--- src/rtl/bus_pkg.sv ---
// Shared types and default constants for the memory-mapped bus fabric.
package bus_pkg;

  // Fabric FSM states.
  typedef enum logic [1:0] {
    IDLE   = 2'd0,
    ACCESS = 2'd1,
    DONE   = 2'd2,
    ERR    = 2'd3
  } fabric_state_t;

  // Default bus geometry and the read value returned with an error response.
  localparam int                BUS_AW       = 8;
  localparam int                BUS_DW       = 8;
  localparam logic [BUS_DW-1:0] BUS_ERR_DATA = 8'hFF;

endpackage

--- src/rtl/mmio_addr_decoder.sv ---
// Region decoder: the top SEL_BITS address bits pick a slave; regions at or
// above NS are unmapped.
module mmio_addr_decoder #(
  parameter int AW       = 8,
  parameter int NS       = 4,
  parameter int SEL_BITS = 2
) (
  input  logic [AW-1:0]       addr,
  output logic [SEL_BITS-1:0] index,
  output logic                valid
);

  // Slice the region bits and flag addresses that fall outside the mapped slaves.
  always_comb begin
    index = addr[AW-1 -: SEL_BITS];
    valid = (int'(index) < NS);
  end

endmodule

--- src/rtl/mmio_bus_fabric.sv ---
// Memory-mapped interconnect between one CPU master and NS slaves: region
// decode, ready/wait-state handshake with timeout, registered read return
// and a bus-error response for unmapped addresses or unresponsive slaves.
module mmio_bus_fabric
  import bus_pkg::*;
#(
  parameter int          AW       = BUS_AW,
  parameter int          DW       = BUS_DW,
  parameter int          NS       = 4,
  parameter int          SEL_BITS = 2,
  parameter int          TIMEOUT  = 15,
  parameter logic [DW-1:0] ERR_DATA = {DW{1'b1}}
) (
  input  logic             clk,
  input  logic             reset,
  input  logic             m_req,
  input  logic             m_we,
  input  logic [AW-1:0]    m_addr,
  input  logic [DW-1:0]    m_wdata,
  output logic             m_ready,
  output logic [DW-1:0]    m_rdata,
  output logic             m_err,
  output logic [NS-1:0]    s_sel,
  output logic             s_we,
  output logic [AW-1:0]    s_addr,
  output logic [DW-1:0]    s_wdata,
  input  logic [NS*DW-1:0] s_rdata,
  input  logic [NS-1:0]    s_ready
);

  // Counter must be able to hold TIMEOUT itself without wrapping.
  localparam int            CW   = $clog2(TIMEOUT + 1);
  localparam logic [CW-1:0] TO_V = CW'(TIMEOUT);

  fabric_state_t state_r, state_n;
  logic [NS-1:0]   sel_r, sel_n;
  logic            we_r, we_n;
  logic [AW-1:0]   addr_r, addr_n;
  logic [DW-1:0]   wdata_r, wdata_n;
  logic [DW-1:0]   rdata_r, rdata_n;
  logic            ready_r, ready_n;
  logic            err_r, err_n;
  logic [CW-1:0]   cnt_r, cnt_n;
  logic            dec_err_r, dec_err_n;

  logic [SEL_BITS-1:0] dec_index_s;
  logic                dec_valid_s;
  logic [NS-1:0]       dec_onehot_s;
  logic [DW-1:0]       rd_mux_s;
  logic                ready_hit_s;

  mmio_addr_decoder #(
    .AW       (AW),
    .NS       (NS),
    .SEL_BITS (SEL_BITS)
  ) u_dec (
    .addr  (m_addr),
    .index (dec_index_s),
    .valid (dec_valid_s)
  );

  // One-hot slave select for the incoming address; empty on unmapped regions.
  always_comb begin
    dec_onehot_s = {NS{1'b0}};
    for (int i = 0; i < NS; i++) begin
      if (dec_valid_s && (int'(dec_index_s) == i)) begin
        dec_onehot_s[i] = 1'b1;
      end else begin
        dec_onehot_s[i] = 1'b0;
      end
    end
  end

  // Read mux and completion detect follow the latched select, so unselected
  // slaves' ready bits and data never matter.
  always_comb begin
    rd_mux_s    = {DW{1'b0}};
    ready_hit_s = |(s_ready & sel_r);
    for (int i = 0; i < NS; i++) begin
      if (sel_r[i]) begin
        rd_mux_s = rd_mux_s | s_rdata[i*DW +: DW];
      end else begin
        rd_mux_s = rd_mux_s;
      end
    end
  end

  // Next-state and next-output logic; every output is a flop fed from here.
  // An unmapped address spends one cycle in ACCESS with no slave selected so
  // its error response lines up with a zero-wait slave completion.
  always_comb begin
    state_n   = state_r;
    sel_n     = sel_r;
    we_n      = we_r;
    addr_n    = addr_r;
    wdata_n   = wdata_r;
    rdata_n   = rdata_r;
    ready_n   = 1'b0;
    err_n     = 1'b0;
    cnt_n     = cnt_r;
    dec_err_n = dec_err_r;
    case (state_r)
      IDLE: begin
        if (m_req) begin
          we_n      = m_we;
          addr_n    = m_addr;
          wdata_n   = m_wdata;
          cnt_n     = {CW{1'b0}};
          dec_err_n = ~dec_valid_s;
          sel_n     = dec_onehot_s;
          state_n   = ACCESS;
        end else begin
          sel_n = {NS{1'b0}};
        end
      end
      ACCESS: begin
        if (dec_err_r) begin
          sel_n   = {NS{1'b0}};
          ready_n = 1'b1;
          err_n   = 1'b1;
          rdata_n = ERR_DATA;
          state_n = ERR;
        end else if (ready_hit_s) begin
          sel_n   = {NS{1'b0}};
          ready_n = 1'b1;
          rdata_n = we_r ? {DW{1'b0}} : rd_mux_s;
          state_n = DONE;
        end else if (cnt_r == TO_V) begin
          sel_n   = {NS{1'b0}};
          ready_n = 1'b1;
          err_n   = 1'b1;
          rdata_n = ERR_DATA;
          state_n = ERR;
        end else begin
          cnt_n = cnt_r + CW'(1);
        end
      end
      DONE: begin
        state_n = IDLE;
      end
      ERR: begin
        state_n = IDLE;
      end
      default: begin
        sel_n   = {NS{1'b0}};
        state_n = IDLE;
      end
    endcase
  end

  // State and output registers; reset drops the slave select immediately.
  always_ff @(posedge clk or negedge reset) begin
    if (!reset) begin
      state_r   <= IDLE;
      sel_r     <= {NS{1'b0}};
      we_r      <= 1'b0;
      addr_r    <= {AW{1'b0}};
      wdata_r   <= {DW{1'b0}};
      rdata_r   <= {DW{1'b0}};
      ready_r   <= 1'b0;
      err_r     <= 1'b0;
      cnt_r     <= {CW{1'b0}};
      dec_err_r <= 1'b0;
    end else begin
      state_r   <= state_n;
      sel_r     <= sel_n;
      we_r      <= we_n;
      addr_r    <= addr_n;
      wdata_r   <= wdata_n;
      rdata_r   <= rdata_n;
      ready_r   <= ready_n;
      err_r     <= err_n;
      cnt_r     <= cnt_n;
      dec_err_r <= dec_err_n;
    end
  end

  assign m_ready = ready_r;
  assign m_rdata = rdata_r;
  assign m_err   = err_r;
  assign s_sel   = sel_r;
  assign s_we    = we_r;
  assign s_addr  = addr_r;
  assign s_wdata = wdata_r;

endmodule

--- config.mk ---
export PLATFORM = sky130hd
export DESIGN_NAME = mmio_bus_fabric
export DESIGN_NICKNAME = d
export VERILOG_FILES = /design/src/rtl/bus_pkg.sv /design/src/rtl/mmio_addr_decoder.sv /design/src/rtl/mmio_bus_fabric.sv
export SDC_FILE = /design/constraint.sdc
export NUM_CORES = 1
export LEC_CHECK = 0
export ABC_AREA = 1
export BUFFER_PORTS_ARGS = -buffer_cell sky130_fd_sc_hd__clkbuf_2
export CORE_ASPECT_RATIO = 0.7
export CORE_MARGIN = 3
export CORE_UTILIZATION = 46
export DETAILED_ROUTE_END_ITERATION = 8
export PLACE_DENSITY = 0.79
export REMOVE_ABC_BUFFERS = 1
export SLEW_MARGIN = 15
export SYNTH_ARGS = -nofsm -noshare
export SYNTH_HDL_FRONTEND = slang
export SYNTH_SLANG_ARGS = --single-unit
export TNS_END_PERCENT = 1
--- constraint.sdc ---
create_clock -name clk -period 1.7 [get_ports clk]
set_input_delay 0.17 -clock clk [delete_from_list [all_inputs] [get_ports clk]]
set_output_delay 0.17 -clock clk [all_outputs]
set_load 0.01 [all_outputs]
# After elaboration in Yosys (flattened, before gate mapping)
# Cells that the tools add are included.
# W data, S select, Z words.
dict set report word_totals {
  elab_cells 64
  register_bits 37
  in_bits 56
}
dict set report op_classes {
  eq_ne 11
  addsub 1
  mux 28
  reduce_logical 11
  n_bitwise 4
}
# op count
set op_table {}
lappend op_table {{$mux W8} 7}
lappend op_table {{$mux W4} 6}
lappend op_table {{$or A8 B8 Y8} 3}
lappend op_table {{$pmux W4 S2} 2}
lappend op_table {{$mux W1} 9}
lappend op_table {{$eq A2 B2 Y1 const B} 4}
lappend op_table {{$reduce_and A2 Y1} 4}
lappend op_table {{$mux W2} 3}
lappend op_table {{$ne A2 B2 Y1 const B} 3}
lappend op_table {{$pmux W2 S3} 1}
lappend op_table {{$add A4 B1 Y4 const B} 1}
lappend op_table {{$and A4 B4 Y4} 1}
lappend op_table {{$eq A2 B1 Y1 const B} 2}
lappend op_table {{$eq A4 B4 Y1 const B} 1}
lappend op_table {{$logic_not A2 Y1} 2}
lappend op_table {{$reduce_and A4 Y1} 1}
lappend op_table {{$reduce_bool A2 Y1} 2}
lappend op_table {{$reduce_or A4 Y1} 1}
lappend op_table {{$ne A3 B3 Y1 const B} 1}
lappend op_table {{$reduce_or A2 Y1} 1}

# Longest topological paths before layout
dict set report logic_depth {
  word_depth 9
  depth_mapped 9
  depth_no_buf 8
}

# Cells and area by module
# A second synthesis with hierarchy kept.
dict set report unflattened {
  cells_unflattened 256
  area_unflattened_um2 2008.2
}
# mod cells_each area_each_um2 n_inst seq_area_each_um2
set modules_own_cells {}
lappend modules_own_cells {mmio_bus_fabric 252 1981.9 1 950.9}
lappend modules_own_cells {mmio_addr_decoder 4 26.3 1 0.0}

# Worst setup path before layout
# OpenSTA, ideal clock, no wires.
dict set report synth_path {
  kind {register -> register}
  startpoint {reg sel_r[0] (netlist: s_sel[0])}
  endpoint {reg sel_r[1] (netlist: s_sel[1])}
  slack_ns 0.439
  setup_ns 0.065
  arrival_time_ns 1.196
  period_less_slack_ns 1.261
  stages_incl_launch_ff 10
  path_buffers 2
  cell_sequence {dfrtp_1 buf_4 nand2_2 nand2_4 nor2_8 nand2_2 nand2_2 buf_6 nand3_1 nand2_1}
}
dict set report synth_via {
  elab_chain_len 4
}
# item line_no
set synth_rtl {}
lappend synth_rtl {{from (decl)} mmio_bus_fabric.sv:36} ;# logic [NS-1:0] sel_r, sel_n;
lappend synth_rtl {{from (signal assigned)} mmio_bus_fabric.sv:155} ;# sel_r <= {NS{1'b0}};
lappend synth_rtl {{from (signal assigned)} mmio_bus_fabric.sv:166} ;# sel_r <= sel_n;
lappend synth_rtl {{$and A4 B4 Y4 *} mmio_bus_fabric.sv:78} ;# ready_hit_s = |(s_ready & sel_r);
lappend synth_rtl {{$reduce_or A4 Y1 *} mmio_bus_fabric.sv:78}
lappend synth_rtl {{$mux W4 or $ne A3 B3 Y1 (tied branches)} -}
lappend synth_rtl {{$pmux W4 S2 or $reduce_and A2 Y1 (tied branches)} -}
# Mark *: on every way between the ends. The rest lies on a longest branch, timed or not.
# A chain may end at the register's enable or synchronous reset.

# Worst setup path after layout
dict set report layout_path {
  startpoint {reg sel_r[1] (netlist: s_sel[1])}
  endpoint {reg rdata_r[4] (netlist: m_rdata[4])}
}
dict set report layout_via {
  elab_chain_len 7
}
# item line_no
set layout_rtl {}
lappend layout_rtl {{$mux W8} mmio_bus_fabric.sv:80} ;# if (sel_r[i]) begin
lappend layout_rtl {{$or A8 B8 Y8} mmio_bus_fabric.sv:81} ;# rd_mux_s = rd_mux_s | s_rdata[i*DW +: DW];
lappend layout_rtl {{$mux W8} mmio_bus_fabric.sv:80}
lappend layout_rtl {{$or A8 B8 Y8} mmio_bus_fabric.sv:81}
lappend layout_rtl {{$mux W8} mmio_bus_fabric.sv:80}
lappend layout_rtl {{$mux W8} mmio_bus_fabric.sv:126} ;# rdata_n = we_r ? {DW{1'b0}} : rd_mux_s;
lappend layout_rtl {{$mux W8} mmio_bus_fabric.sv:123} ;# end else if (ready_hit_s) begin
lappend layout_rtl {{to (signal assigned)} mmio_bus_fabric.sv:159} ;# rdata_r <= {DW{1'b0}};
lappend layout_rtl {{to (signal assigned)} mmio_bus_fabric.sv:170} ;# rdata_r <= rdata_n;
lappend layout_rtl {{to (decl)} mmio_bus_fabric.sv:40} ;# logic [DW-1:0] rdata_r, rdata_n;
# Parallel ways exist; a longest one is shown, timed or not.

==> key figures <==
Synth
  – Mapped cell area: roughly 1800 sq um
  – Sequential cell area fraction in the yosys report: 0.504
  – Synth Instances: between 200 and 250
  – Post-synth EDFFs: 0
  – Yosys reg bits: 37
  – Syn. warnings: 0
  – FFs w/ async S/R, synth: 1.00
  – Synth Area per Inst: a little under 8 sq um
  – Netlist cell types: 22
  – Synth Flop Type: dfrtp_1

Critical path
  – Max incr delay on CP: between 0.5 and 0.6 ns
  – Flop-to-flop setup slack: 0.26 ns
  – Worst Setup SP: s_sel[1]$_DFFE_PN0P_
  – Crit path DAT: 1.67 ns
  – Worst-path cell chain: nand2_2 > nand2_4 > nor2_8 > o21ai_2 > nand2_1 > nand2_1
  – Crit path top cell by count: nand2_1
  – CP Launch Type: flip-flop
  – Reg-to-reg endpoint: m_rdata[4]$_DFFE_PN0P_
  – Slowest cell on crit path: dfrtp_1
  – Worst Path Required: 1.93 ns
  – CP top delay family: flip-flops
  – CP max FO: 11
  – Bufs and invs on worst path: 0
  – Setup crit end kind: flip-flop
  – Reg2reg path depth: 6
  – RR Startpoint: s_sel[1]$_DFFE_PN0P_
  – WS Path Type: flip-flop to flip-flop

Power
  – Combinational power share: 0.444
  – Switching power: ~1.8 mW
  – Worst VDD drop: between 0.0008 and 0.0009 V
  – Leakage: 1.38 nW
  – Sw frac: 0.422
  – P per Cell Area: between 1500 and 2000 nW/um^2
  – Clock power share: 0.184
  – Sequential Power Share: 0.372
  – Internal power: approximately 2.5 mW

Worst hold path
  – Min-Delay Path Class: input pin to flip-flop
  – Hold Crit Endpoint: s_addr[3]$_DFFE_PN0P_
  – Hold Path Cell Cnt: 3
  – Min-delay src: m_addr[3]

Place
  – PortBufs: 86
  – Final RePlAce weighted congestion: just under 0.9
  – Dpl hpwl: 3680 microns

Floorplan
  – Die H: between 50 and 60 microns
  – Initial Utilization: 0.500
  – Core area: approximately 3700 sq um
  – Die area: 4800 sq um
  – Die width: roughly 82 microns
  – Row count: 18
  – IO Pins: 87

Clocking
  – H-tree levels: 2
  – Setup Buffers After CTS: 0
  – TritonCTS buffer count: 5
  – Clock Path Buffers: 2
  – Clk slew on worst S/H paths: 0.07 ns
  – Clk sinks: 37
  – Clk root buf: clkbuf_8
  – CTS tree: yes
  – Clk_lat worst skew: about 0.29 ns

Final layout
  – Area Overhead vs Synth: 31.6%
  – Most frequent cells in the layout: nand2_1 (134), clkbuf_2 (86), dfrtp_1 (37)
  – FF/Latch Area: between 900 and 1000 sq um
  – Most common cell after layout, fill and taps aside: nand2_1
  – Multi-input gate area: 792 sq um
  – Fillers: roughly 330
  – Nets@finish: 384
  – N_diodes: 0
  – Layout cells sized above 1: 0.341

Route
  – Via total after detailed routing: 1824
  – DRC errors left: 0
  – Total Wirelength: roughly 4700 microns
  – Routed Antenna Nets: 0
  – Initial drt markers: about 110
  – WL per Instance: about 12 microns
  – Avg Vias per Cell: ~4.8
  – DRT Pass-1 Iters: 4

Timing
  – Setup violations, final: 0
  – Hold Slack: between 0.07 and 0.08 ns
  – Final count of hold timing violations: 0
  – Final worst path period share: 0.846
  – Worst slew pin tran: about 0.40 ns
  – RSZ-0062 raised after global routing: false
  – Final Max Slew Viols: 0
  – TNS Setup: 0 ns
  – Clock skew: 0.00298 ns
  – Slew Limit Headroom: 0.731
  – Peak Freq: about 0.70 GHz
  – Fin crit period: ~1.4 ns

Global routing
  – First-pass GRT wire length: about 7600 microns
  – Total track usage: 0.209
  – Initial antenna violation count: 0
  – Largest net degree at the start of global routing: 21
  – Congestion Overflow GR: 0
  – Vias in the first global route: between 1500 and 2000

Outcome
  – Status: finished, final reports clean

Job
  – Maxcap violations: 0
[metrics by stage]
| stage | instance area, sq um | utilization | std cells | total power [mW] | setup WS (ns) |
|---|---|---|---|---|---|
| floorplan | 1760 | - | 229 | 2.74 | 0.297 |
| global route | 2420 | 0.658 | 378 | 4.63 | 0.117 |
| detailed placement | 2290 | 0.623 | 369 | 3.52 | 0.279 |
| CTS | 2420 | 0.658 | 378 | 4.32 | 0.270 |
| global placement | 2290 | 0.623 | 369 | 3.47 | 0.307 |
| finish | 2420 | 0.658 | 378 | 4.29 | 0.262 |
[registers in the layout (all words and copies together) (netlist names)]
| signal | cells |
|---|---|
| cnt_r | 4 |
| m_err | 1 |
| m_rdata | 8 |
| m_ready | 1 |
| s_addr | 8 |
| s_sel | 4 |
| s_wdata | 8 |
| s_we | 1 |
| state_r | 2 |
[layer usage]
metal | global-route usage | vias up | wire length [microns]
li1 | - | 919 | -
met1 | 0.300 | 823 | 2110
met2 | 0.306 | 74 | 2100
met3 | 0.0566 | 8 | 416
met4 | 0.0699 | 0 | 53
met5 | 0 | - | 0
[logic make-up after synthesis]
family	count (synthesis)	share of synthesized area
compound gates	6	0.0184
fa+ha+maj	1	0.00682
buf+inv	21	0.0641
flops	37	0.504
simple gates	173	0.406
[worst max path at each step]
stage,cells past startpoint,endpoint
4_1_cts,8,s_sel[3]$_DFFE_PN0P_
3_3_place_gp,7,s_sel[0]$_DFFE_PN0P_
6_report,6,m_rdata[4]$_DFFE_PN0P_
2_1_floorplan,5,s_sel[0]$_DFFE_PN0P_
3_5_place_dp,6,m_rdata[4]$_DFFE_PN0P_
5_1_grt,6,m_rdata[4]$_DFFE_PN0P_
[what timing repair did]
item / in CTS / in global routing
hold buffers: 1 / 0
gates resized for setup: 0 / 0
endpoints found under the setup margin: 0 / 0
hold endpoints to repair: 12 / 0
[Yosys cell counts (2+ instances only)]
library cell | n | area [sq um]
inv_2 | 4 | 15.0
buf_6 | 4 | 45.0
o21ai_0 | 3 | 15.0
o21ai_1 | 2 | 10.0
inv_1 | 7 | 26.3
dfrtp_1 | 37 | 926
nor2_1 | 5 | 18.8
nand4_1 | 10 | 62.6
nand3_1 | 13 | 65.1
nand2_2 | 5 | 31.3
buf_2 | 4 | 20.0
nand2_1 | 134 | 503
[worst reg2reg max path: cells and delay by family, from the launching register on]
family          cells  cell delay, ns
compound gates      1            0.34
flops               1            0.58
simple gates        5            0.48
[power groups by stage]
stage | combinational [mW] | clock, mW | sequential, mW
final | 1.90 | 0.789 | 1.60
after global routing | 2.14 | 0.836 | 1.66
after CTS | 1.92 | 0.806 | 1.59
after detailed placement | 1.93 | 0 | 1.59
after global placement | 1.87 | 0 | 1.59
after floorplan | 1.03 | 0 | 1.71
[final cells by class]
class / count / area share
inverter: 12 / 0.0186
multi-input combinational: 180 / 0.328
clock inverter: 2 / 0.0155
timing repair buffer: 91 / 0.195
sequential: 37 / 0.383
clock buffer: 6 / 0.0342
tap: 50 / 0.0259
No activity file was read; power rests on OpenSTA's default activity.
